**config.mk**
```make
export PLATFORM = sky130hd
export DESIGN_NAME = i2c_slave_buffered_flat
export DESIGN_NICKNAME = d
export VERILOG_FILES = /design/src/rtl/i2c_slave_buffered_if.sv /design/src/rtl/i2c_slave_buffered.sv /design/src/flat_wrapper.sv
export SDC_FILE = /design/constraint.sdc
export NUM_CORES = 1
export LEC_CHECK = 0
export ABC_AREA = 0
export CAP_MARGIN = 10
export CORE_ASPECT_RATIO = 0.6
export CORE_UTILIZATION = 50
export DETAILED_ROUTE_END_ITERATION = 8
export DONT_BUFFER_PORTS = 1
export PLACE_DENSITY = 0.74
export SYNTH_ARGS = -nofsm -noshare
export SYNTH_HDL_FRONTEND = slang
export SYNTH_SLANG_ARGS = --single-unit
```
**constraint.sdc**
```tcl
create_clock -name clock -period 6.7 [get_ports clock]
set_input_delay 1.005 -clock clock [delete_from_list [all_inputs] [get_ports clock]]
set_output_delay 1.005 -clock clock [all_outputs]
set_load 0.01 [all_outputs]
```
**src/rtl/i2c_slave_buffered_if.sv**
```systemverilog
// Pin and host-port bundle for i2c_slave_buffered: open-drain I2C lines, host buffer port
// and status outputs.
interface i2c_slave_buffered_if #(
  parameter int unsigned PTR_W = 3
);
  logic             scl_in;
  logic             scl_out;
  logic             sda_in;
  logic             sda_out;
  logic [PTR_W-1:0] host_addr;
  logic [7:0]       host_wdata;
  logic             host_we;
  logic [7:0]       host_rdata;
  logic             host_hold;
  logic             i2c_wr;
  logic             i2c_rd;
  logic [PTR_W-1:0] i2c_ptr;
  logic             collision;
  logic             read_write_flag;
  logic             bus_status;
  logic             transfer_status;
  logic             stretching;

  modport slave (
    input  scl_in, sda_in, host_addr, host_wdata, host_we, host_hold,
    output scl_out, sda_out, host_rdata, i2c_wr, i2c_rd, i2c_ptr, collision,
           read_write_flag, bus_status, transfer_status, stretching
  );

  modport master (
    output scl_in, sda_in, host_addr, host_wdata, host_we, host_hold,
    input  scl_out, sda_out, host_rdata, i2c_wr, i2c_rd, i2c_ptr, collision,
           read_write_flag, bus_status, transfer_status, stretching
  );
endinterface

```
**src/rtl/i2c_slave_buffered.sv**
```systemverilog
// Buffered I2C slave: register-pointer addressing, auto-increment bursts, optional SCL
// stretching, and a synchronous host port onto the same byte buffer.
module i2c_slave_buffered #(
  parameter int unsigned BUF_DEPTH  = 8,
  parameter int unsigned PTR_W      = 3,
  parameter bit          STRETCH_EN = 1'b1
) (
  input logic                 clock,
  input logic                 reset_n,
  input logic                 enable,
  input logic [6:0]           address,
  i2c_slave_buffered_if.slave bus
);

  typedef enum logic [3:0] {
    StIdle, StAddr, StAddrAck, StPtr, StPtrAck, StWdata, StWdataAck,
    StRdata, StRdataChk, StHold, StWait
  } state_e;

  state_e           state_q, state_d, pend_q, pend_d, ack_tgt;
  logic [PTR_W-1:0] ptr_q, ptr_d, i2c_ptr_q, i2c_ptr_d;
  logic [7:0]       shreg_q, shreg_d, host_rdata_q;
  logic [2:0]       bit_cnt_q, bit_cnt_d;
  logic             sda_out_q, sda_out_d, scl_out_q, scl_out_d, stretching_q, stretching_d;
  logic             rw_q, rw_d, bus_q, bus_d, xfer_q, xfer_d;
  logic             i2c_wr_q, i2c_wr_d, i2c_rd_q, i2c_rd_d, coll_q;
  logic             scl_q, scl_p, sda_q, sda_p;
  logic             scl_rise, scl_fall, start_det, stop_det, ack_end, load, wr_en;
  logic [7:0]       mem_q [BUF_DEPTH];

  assign scl_rise  = scl_q & ~scl_p;
  assign scl_fall  = ~scl_q & scl_p;
  assign start_det = scl_q & scl_p & sda_p & ~sda_q;
  assign stop_det  = scl_q & scl_p & ~sda_p & sda_q;

  always_comb begin
    state_d      = state_q;
    pend_d       = pend_q;
    ptr_d        = ptr_q;
    shreg_d      = shreg_q;
    bit_cnt_d    = bit_cnt_q;
    sda_out_d    = sda_out_q;
    scl_out_d    = scl_out_q;
    stretching_d = stretching_q;
    rw_d         = rw_q;
    bus_d        = bus_q;
    xfer_d       = xfer_q;
    i2c_wr_d     = 1'b0;
    i2c_rd_d     = 1'b0;
    i2c_ptr_d    = i2c_ptr_q;
    ack_end      = 1'b0;
    ack_tgt      = StIdle;
    load         = 1'b0;
    wr_en        = 1'b0;

    if (stop_det) begin
      state_d      = StIdle;
      sda_out_d    = 1'b1;
      scl_out_d    = 1'b1;
      stretching_d = 1'b0;
      bus_d        = 1'b0;
      xfer_d       = 1'b0;
    end else if (start_det) begin
      bus_d  = 1'b1;
      xfer_d = 1'b0;
      if (state_q != StIdle || enable) begin
        state_d      = StAddr;
        bit_cnt_d    = '0;
        sda_out_d    = 1'b1;
        scl_out_d    = 1'b1;
        stretching_d = 1'b0;
      end
    end else begin
      case (state_q)
        StAddr, StPtr, StWdata: begin
          if (scl_rise) begin
            shreg_d   = {shreg_q[6:0], sda_q};
            bit_cnt_d = bit_cnt_q + 3'd1;
            if (bit_cnt_q == 3'd7) begin
              if (state_q == StAddr) begin
                if (shreg_d[7:1] == address) begin
                  state_d = StAddrAck;
                  rw_d    = shreg_d[0];
                  xfer_d  = 1'b1;
                end else begin
                  state_d = StWait;
                end
              end else if (state_q == StPtr) begin
                ptr_d   = shreg_d[PTR_W-1:0];
                state_d = StPtrAck;
              end else begin
                wr_en     = 1'b1;
                i2c_wr_d  = 1'b1;
                i2c_ptr_d = ptr_q;
                ptr_d     = ptr_q + PTR_W'(1);
                state_d   = StWdataAck;
              end
            end
          end
        end
        StAddrAck, StPtrAck, StWdataAck: begin
          // First fall after the 8th bit starts driving ACK; the second one ends it.
          if (scl_fall) begin
            if (sda_out_q) begin
              sda_out_d = 1'b0;
            end else begin
              ack_end = 1'b1;
              ack_tgt = (state_q == StAddrAck) ? (rw_q ? StRdata : StPtr) : StWdata;
            end
          end
        end
        StRdata: begin
          if (scl_fall) begin
            if (bit_cnt_q == 3'd7) begin
              sda_out_d = 1'b1;
              state_d   = StRdataChk;
            end else begin
              shreg_d   = {shreg_q[6:0], 1'b0};
              sda_out_d = shreg_q[6];
              bit_cnt_d = bit_cnt_q + 3'd1;
            end
          end
        end
        StRdataChk: begin
          if (scl_rise && sda_q) begin
            state_d = StWait;
          end else if (scl_fall) begin
            ptr_d   = ptr_q + PTR_W'(1);
            ack_end = 1'b1;
            ack_tgt = StRdata;
          end
        end
        StHold: begin
          if (!bus.host_hold) begin
            state_d      = pend_q;
            scl_out_d    = 1'b1;
            stretching_d = 1'b0;
            load         = (pend_q == StRdata);
          end
        end
        StIdle, StWait: ;
        default: state_d = StIdle;
      endcase

      if (ack_end) begin
        sda_out_d = 1'b1;
        bit_cnt_d = '0;
        if (STRETCH_EN && bus.host_hold) begin
          state_d      = StHold;
          pend_d       = ack_tgt;
          scl_out_d    = 1'b0;
          stretching_d = 1'b1;
        end else begin
          state_d = ack_tgt;
          load    = (ack_tgt == StRdata);
        end
      end

      if (load) begin
        shreg_d   = mem_q[ptr_d];
        sda_out_d = mem_q[ptr_d][7];
        bit_cnt_d = '0;
        i2c_rd_d  = 1'b1;
        i2c_ptr_d = ptr_d;
      end
    end
  end

  always_ff @(posedge clock or negedge reset_n) begin
    if (!reset_n) begin
      state_q      <= StIdle;
      pend_q       <= StIdle;
      ptr_q        <= '0;
      shreg_q      <= '0;
      bit_cnt_q    <= '0;
      sda_out_q    <= 1'b1;
      scl_out_q    <= 1'b1;
      stretching_q <= 1'b0;
      rw_q         <= 1'b0;
      bus_q        <= 1'b0;
      xfer_q       <= 1'b0;
      i2c_wr_q     <= 1'b0;
      i2c_rd_q     <= 1'b0;
      i2c_ptr_q    <= '0;
      coll_q       <= 1'b0;
      host_rdata_q <= '0;
      scl_q        <= 1'b1;
      scl_p        <= 1'b1;
      sda_q        <= 1'b1;
      sda_p        <= 1'b1;
    end else begin
      state_q      <= state_d;
      pend_q       <= pend_d;
      ptr_q        <= ptr_d;
      shreg_q      <= shreg_d;
      bit_cnt_q    <= bit_cnt_d;
      sda_out_q    <= sda_out_d;
      scl_out_q    <= scl_out_d;
      stretching_q <= stretching_d;
      rw_q         <= rw_d;
      bus_q        <= bus_d;
      xfer_q       <= xfer_d;
      i2c_wr_q     <= i2c_wr_d;
      i2c_rd_q     <= i2c_rd_d;
      i2c_ptr_q    <= i2c_ptr_d;
      coll_q       <= wr_en && bus.host_we && (bus.host_addr == ptr_q);
      scl_q        <= bus.scl_in;
      scl_p        <= scl_q;
      sda_q        <= bus.sda_in;
      sda_p        <= sda_q;
      // Write-first view; the I2C byte wins a same-index collision.
      if (wr_en && (bus.host_addr == ptr_q)) host_rdata_q <= shreg_d;
      else if (bus.host_we)                  host_rdata_q <= bus.host_wdata;
      else                                   host_rdata_q <= mem_q[bus.host_addr];
    end
  end

  // Buffer contents deliberately survive reset.
  always_ff @(posedge clock) begin
    if (bus.host_we && !(wr_en && (bus.host_addr == ptr_q))) begin
      mem_q[bus.host_addr] <= bus.host_wdata;
    end
    if (wr_en) mem_q[ptr_q] <= shreg_d;
  end

  assign bus.sda_out         = sda_out_q;
  assign bus.scl_out         = STRETCH_EN ? scl_out_q : 1'b1;
  assign bus.stretching      = stretching_q;
  assign bus.host_rdata      = host_rdata_q;
  assign bus.i2c_wr          = i2c_wr_q;
  assign bus.i2c_rd          = i2c_rd_q;
  assign bus.i2c_ptr         = i2c_ptr_q;
  assign bus.collision       = coll_q;
  assign bus.read_write_flag = rw_q;
  assign bus.bus_status      = bus_q;
  assign bus.transfer_status = xfer_q;

endmodule
```
**src/flat_wrapper.sv**
```systemverilog
// flat-port wrapper written by rule: the top's interface ports become plain ports
module i2c_slave_buffered_flat 
#(
  parameter int unsigned BUF_DEPTH  = 8,
  parameter int unsigned PTR_W      = 3,
  parameter bit          STRETCH_EN = 1'b1
)
  (clock, reset_n, enable, address, bus_scl_in, bus_sda_in, bus_host_addr, bus_host_wdata, bus_host_we, bus_host_hold, bus_scl_out, bus_sda_out, bus_host_rdata, bus_i2c_wr, bus_i2c_rd, bus_i2c_ptr, bus_collision, bus_read_write_flag, bus_bus_status, bus_transfer_status, bus_stretching);
  i2c_slave_buffered_if #(.PTR_W(PTR_W)) bus_i ();
  input logic clock;
  input logic reset_n;
  input logic enable;
  input logic [6:0] address;
  input wire logic [$bits(bus_i.scl_in)-1:0] bus_scl_in;
  input wire logic [$bits(bus_i.sda_in)-1:0] bus_sda_in;
  input wire logic [$bits(bus_i.host_addr)-1:0] bus_host_addr;
  input wire logic [$bits(bus_i.host_wdata)-1:0] bus_host_wdata;
  input wire logic [$bits(bus_i.host_we)-1:0] bus_host_we;
  input wire logic [$bits(bus_i.host_hold)-1:0] bus_host_hold;
  output wire logic [$bits(bus_i.scl_out)-1:0] bus_scl_out;
  output wire logic [$bits(bus_i.sda_out)-1:0] bus_sda_out;
  output wire logic [$bits(bus_i.host_rdata)-1:0] bus_host_rdata;
  output wire logic [$bits(bus_i.i2c_wr)-1:0] bus_i2c_wr;
  output wire logic [$bits(bus_i.i2c_rd)-1:0] bus_i2c_rd;
  output wire logic [$bits(bus_i.i2c_ptr)-1:0] bus_i2c_ptr;
  output wire logic [$bits(bus_i.collision)-1:0] bus_collision;
  output wire logic [$bits(bus_i.read_write_flag)-1:0] bus_read_write_flag;
  output wire logic [$bits(bus_i.bus_status)-1:0] bus_bus_status;
  output wire logic [$bits(bus_i.transfer_status)-1:0] bus_transfer_status;
  output wire logic [$bits(bus_i.stretching)-1:0] bus_stretching;
  assign bus_i.scl_in = bus_scl_in;
  assign bus_i.sda_in = bus_sda_in;
  assign bus_i.host_addr = bus_host_addr;
  assign bus_i.host_wdata = bus_host_wdata;
  assign bus_i.host_we = bus_host_we;
  assign bus_i.host_hold = bus_host_hold;
  assign bus_scl_out = bus_i.scl_out;
  assign bus_sda_out = bus_i.sda_out;
  assign bus_host_rdata = bus_i.host_rdata;
  assign bus_i2c_wr = bus_i.i2c_wr;
  assign bus_i2c_rd = bus_i.i2c_rd;
  assign bus_i2c_ptr = bus_i.i2c_ptr;
  assign bus_collision = bus_i.collision;
  assign bus_read_write_flag = bus_i.read_write_flag;
  assign bus_bus_status = bus_i.bus_status;
  assign bus_transfer_status = bus_i.transfer_status;
  assign bus_stretching = bus_i.stretching;
  i2c_slave_buffered #(.BUF_DEPTH(BUF_DEPTH), .PTR_W(PTR_W), .STRETCH_EN(STRETCH_EN)) u_core (.clock(clock), .reset_n(reset_n), .enable(enable), .address(address), .bus(bus_i));
endmodule
```
==> flow_metrics.tcl, run 1 <==
set metrics [dict create \
    grt_pass1_vias 5554 \
    io_buffers 0 \
    postSynthCellCount 709 \
    ctsResizeCount 0 \
    antenna_found_initial 0 \
    cpPeakStageDelay_ns 1.03 \
    area_growth_syn_to_layout_pct 5.03 \
    maxCapViolations 0 \
    yosysSeqAreaShare_pct 45.0 \
    cp-start-kind "register" \
    synth_cell_type_count 75 \
    drv_slew 0 \
    rsz0062_at_grt "no" \
    fp.dieH_um 92.3 \
    grt-ovfl-total 0 \
    synth_enable_flop_cells 64 \
    drt_pass1_iterations 8 \
    grt_pass1_wl_um 33100 \
    wl_per_cell_um 25.6 \
    dp_slack_ns 3.13 \
    cts_tree "done" \
    grt.total_usage_pct 31.8 \
    worst_r2r_path_depth 6 \
    cts_root_buf "clkbuf_16" \
    clock_path_buffers 2 \
    fin_tns_setup_ns 0 \
    worst-setup-path-type "register to register" \
    max_slew_margin_pct 14.1 \
    cp_max_fo 21 \
    worstSkewPairLatency_ns 0.35 \
    hpwlAfterDp_um 15100 \
    violations "DRC" \
    postCtsSetupRepairBufs 0 \
    clock-sinks 109 \
    vias 5924 \
    rows 32 \
    vdd_drop_max_mv 0.194 \
    synth_ff_type "edfxtp_1" \
    fillCellCount 1162 \
    cts_made_buffers 9 \
    cts-hold-fix-buffers 0 \
    num_io_pins 45 \
    min_period_over_period_pct 55.4 \
    hold_viol_final 0 \
    die_x_um 152 \
    crit_required_ns 6.67 \
    synth_top_area_share_pct 28.3 \
    synth_nets 737 \
    cpMaxStageDelayCell "o21bai_1" \
    routabilityCongestion 1.03 \
    h-tree-depth 3 \
    vias_per_cell 6.94 \
    synthArstFlopShare_pct 41.3 \
    layout-drive-gt1-share_pct 13.5 \
    drcViolationCount 1 \
    critPathLaunch "u_core.state_q[0]" \
    p_per_area_mw_per_mm2 335 \
    netlist_top_cells_area "edfxtp_1, dfrtp_1, a21oi_1" \
    p_leak_nw 2.56 \
    r2r-end "u_core.mem_q[7][5]" \
    ant_nets 0 \
    yosys_warnings 0 \
    grt_max_degree 46 \
    status "finished, violations left" \
    core_mm2 0.0131 \
    setup_viol 0 \
    initial_core_util_pct 52.0 \
    hold_slack_ns 0.336 \
    cp.arrival_ns 3.68 \
    syn_area_per_cell_um2 9.57 \
    fmax_ghz 0.269 \
    drtIter0Drc 964 \
    dieArea_mm2 0.0141 \
    worst_pin_slew_ns 1.29 \
    worst_slack_ns 2.99 \
    syn_area_mm2 0.00679 \
    ys_seq_elements 109 \
    final_nets 707 \
    synth_commonest_cells "nor2_1, a21oi_1, edfxtp_1" \
    n_antenna_cell 0 \
    period_minus_slack_ns 3.71 \
    fin_skew_ns 0.00938 \
    yosys.area.top_type "edfxtp_1" \
    end_kind "register" \
    r2r-start "u_core.state_q[0]" \
    path_clk_slew_ns 0.08 \
    wirelength_um 21800 \
    hold_path.class "primary input to async pin" \
    synth.most_common_cell "nor2_1" \
    r2r_setup_slack_ns 2.99 \
    path_cells "or3b_4 -> nand3_2 -> inv_2 -> nand4_1 -> nand3_1 -> o21bai_1" \
]
## flip-flops by register name (all words and copies together) (netlist names), 3 cells and up
signal	flops
u_core.bit_cnt_q	3
u_core.mem_q	64
u_core.bus.host_rdata	8
u_core.bus.i2c_ptr	3
u_core.shreg_q	8
u_core.pend_q	3
u_core.ptr_q	3
u_core.state_q	4
## layer usage
layer	vias up	wire length, µm	track usage, %
met5	-	0	0
met4	0	381	8.00
met3	54	3340	10.4
met2	481	8800	43.5
met1	2829	9290	47.6
li1	2560	-	-
## worst max-delay path: cells and delay by family, from the launching register on
| family | cells | cell delay [ns] |
|---|---|---|
| buf+inv | 1 | 0.09 |
| flops | 1 | 0.78 |
| compound gates | 1 | 1.03 |
| simple gates | 4 | 1.43 |
## kinds of logic after synthesis
group | synth area share [%]
AOI/OAI and AO/OA | 21.5
buffers and inverters | 4.61
muxes | 8.15
xor gates and xnor gates | 1.55
adders and majority gates | 0.553
DFF | 45.0
and+or+nand+nor | 18.6
## metrics by stage
stage / instances / area, µm² / power [mW] / util, %
after CTS: 854 / 7130 / 2.36 / 54.6
final: 854 / 7130 / 2.39 / 54.6
after floorplan: 709 / 6790 / 1.62 / -
after global placement: 838 / 6850 / 1.82 / 52.5
after global routing: 854 / 7130 / 2.49 / 54.6
after detailed placement: 838 / 6850 / 1.84 / 52.5
## cell usage in the layout (no fill, tap or decap), drive strengths merged, types with 6 or more instances in the layout
master / count
edfxtp: 64
nor2: 99
o21ai: 48
buf: 13
nor2b: 15
mux2: 19
mux4: 6
clkbuf: 10
nand3: 46
o211ai: 14
o21bai: 6
a31oi: 11
a21oi: 95
mux2i: 20
nor3: 10
and3: 9
nand2b: 7
inv: 19
xor2: 8
nand2: 35
a22oi: 6
dfrtp: 39
dfstp: 6
## cell type report
class / count / area, µm² / area share, %
multi-input combinational: 530 / 3420 / 48.0
sequential: 109 / 3060 / 42.9
clock buffer: 10 / 229 / 3.21
tap: 170 / 213 / 2.98
timing repair buffer: 13 / 97.6 / 1.37
inverter: 16 / 62.6 / 0.878
clock inverter: 6 / 52.6 / 0.737
## power by group
group          internal (mW)  leakage [nW]  switching (mW)
Clock                  0.259         0.132           0.260
Sequential             0.799          1.11           0.162
Combinational          0.312          1.31           0.594
Total                   1.37          2.56            1.02
## worst max-delay path by stage
stage | to | cells past startpoint
CTS | u_core.mem_q[7][4] | 6
detailed placement | u_core.mem_q[7][0] | 6
global route | u_core.mem_q[7][4] | 6
global placement | u_core.mem_q[7][0] | 6
floorplan | u_core.mem_q[4][0] | 5
finish | u_core.mem_q[7][5] | 6
No activity file was read; power rests on OpenSTA's default activity.
==> inputs of run 2 (changes only) <==
==> constraint.sdc (replaced) <==
create_clock -name clock -period 3.5 [get_ports clock]
set_input_delay 0.525 -clock clock [delete_from_list [all_inputs] [get_ports clock]]
set_output_delay 0.525 -clock clock [all_outputs]
set_load 0.01 [all_outputs]
==> flow_metrics.tcl, run 2 (synthesis results as in run 1) <==
set metrics [dict create \
    status "finished, violations left" \
    violations "hold timing" \
    ctsResizeCount 0 \
    grt.total_usage_pct 32.6 \
    vias_per_cell 6.99 \
    routabilityCongestion 1.07 \
    postCtsSetupRepairBufs 0 \
    max_slew_margin_pct 30.3 \
    drv_slew 0 \
    antenna_found_initial 0 \
    fin_skew_ns 0.00996 \
    path_clk_slew_ns 0.08 \
    grt_max_degree 44 \
    fmax_ghz 0.303 \
    drtIter0Drc 1055 \
    vdd_drop_max_mv 0.313 \
    final_common_cell "nor2_1" \
    cp_max_fo 26 \
    die_x_um 152 \
    min_period_over_period_pct 94.5 \
    worst_pin_slew_ns 1.04 \
    dp_slack_ns 0.318 \
    p_leak_nw 2.66 \
    worst-setup-path-type "register to register" \
    ant_nets 0 \
    drcViolationCount 0 \
    num_io_pins 45 \
    period_minus_slack_ns 3.31 \
    area_growth_syn_to_layout_pct 7.43 \
    final_cell_mix "nor2_1, a21oi_1, edfxtp_1" \
    cts_tree "done" \
    cts_made_buffers 9 \
    clock-sinks 109 \
    final_nets 726 \
    fin_tns_setup_ns 0 \
    clock_path_buffers 2 \
    dieArea_mm2 0.0141 \
    hold_viol_final 9 \
    vias 6102 \
    core_mm2 0.0131 \
    fillCellCount 1132 \
    hpwlAfterDp_um 15700 \
    hold_slack_ns -0.00648 \
    cts_root_buf "clkbuf_16" \
    wl_per_cell_um 25.6 \
    n_antenna_cell 0 \
    end_kind "register" \
    grt_pass1_vias 5594 \
    fp.dieH_um 92.3 \
    layout-drive-gt1-share_pct 15.4 \
    cp-start-kind "register" \
    rsz0062_at_grt "no" \
    largest_reg_flops 64 \
    largest-register "u_core.mem_q" \
    hold_path.class "primary input to async pin" \
    worstSkewPairLatency_ns 0.37 \
    io_buffers 0 \
    cp.arrival_ns 3.40 \
    wirelength_um 22300 \
    rows 32 \
    grt_pass1_wl_um 33600 \
    h-tree-depth 3 \
    worst_slack_ns 0.194 \
    maxCapViolations 0 \
    p_per_area_mw_per_mm2 641 \
    setup_viol 0 \
    initial_core_util_pct 52.0 \
    grt-ovfl-total 0 \
    crit_required_ns 3.59 \
    drt_pass1_iterations 8 \
]
-- run 2: changes by cell type in the layout (fill, tap and decap cells not counted) --
cell / change
clkinv_2: +1
clkinv_1: +3
clkbuf_1: -1
buf_4: +16
inv_8: -1
clkinvlp_4: -1
dlygate4sd3_1: +1
inv_6: -1
buf_12: +1
buf_16: +1
-- run 2: metal layers --
metal  track usage, %  wire length (µm)  share of wire, %
met1             46.6              8910                40
met2             43.9              8910                40
met3             13.7              3870                17
met4             10.7               627               2.8
met5                0                 0                 0
-- run 2: worst paths after layout --
kind / from / to / slack, ns / cells past startpoint
worst max-delay path: u_core.state_q[2] / u_core.mem_q[5][6] / 0.19 / 8
worst min-delay path: reset_n / u_core.ptr_q[1] / -0.006 / 1
worst max register to register: u_core.state_q[2] / u_core.mem_q[5][6] / 0.19 / 8
worst min register to register: u_core.scl_q / u_core.scl_p / 0.43 / 0
max in group asynchronous: reset_n / u_core.bus.sda_out / 2.80 / 1
min in group clock: bus_scl_in / u_core.scl_q / 0.15 / 0
-- run 2: cell type report --
class	instances	area [µm²]	area share, %
flip-flops and latches	109	3060	41.9
well taps	170	213	2.92
inverters	16	62.6	0.858
repair buffers	32	275	3.77
clock buffers	9	225	3.09
clock inverters	7	41.3	0.566
multi-input cells	530	3420	46.9
-- run 2: report_power, final --
part / leakage (nW) / internal (mW) / switching, mW
logic: 1.42 / 0.682 / 1.18
registers: 1.11 / 1.53 / 0.303
clock network: 0.128 / 0.479 / 0.495
-- run 2: worst max-delay path, cell delays in order, from the launching register on --
cell      delay, ns
dfrtp_1        0.59
nor4b_4        0.53
a21oi_1        0.15
a211oi_1       0.65
o21a_1         0.28
buf_12         0.20
nand3_1        0.14
a31oi_4        0.34
a21oi_1        0.14
-- run 2: metrics by stage --
stage                     cells  power (mW)  utilization, %  instance area (µm²)
after detailed placement    855        3.62            53.5                 6990
after global placement      855        3.55            53.5                 6990
final                       873        4.67            55.9                 7290
after floorplan             709        3.10               -                 6790
after CTS                   872        4.59            55.8                 7280
after global routing        873        4.86            55.9                 7290
-- run 2: timing repair --
| item | in CTS | in global routing |
|---|---|---|
| endpoints found under the hold margin | 43 | 2 |
| hold buffers | 1 | 1 |
| endpoints found under the setup margin | 0 | 0 |
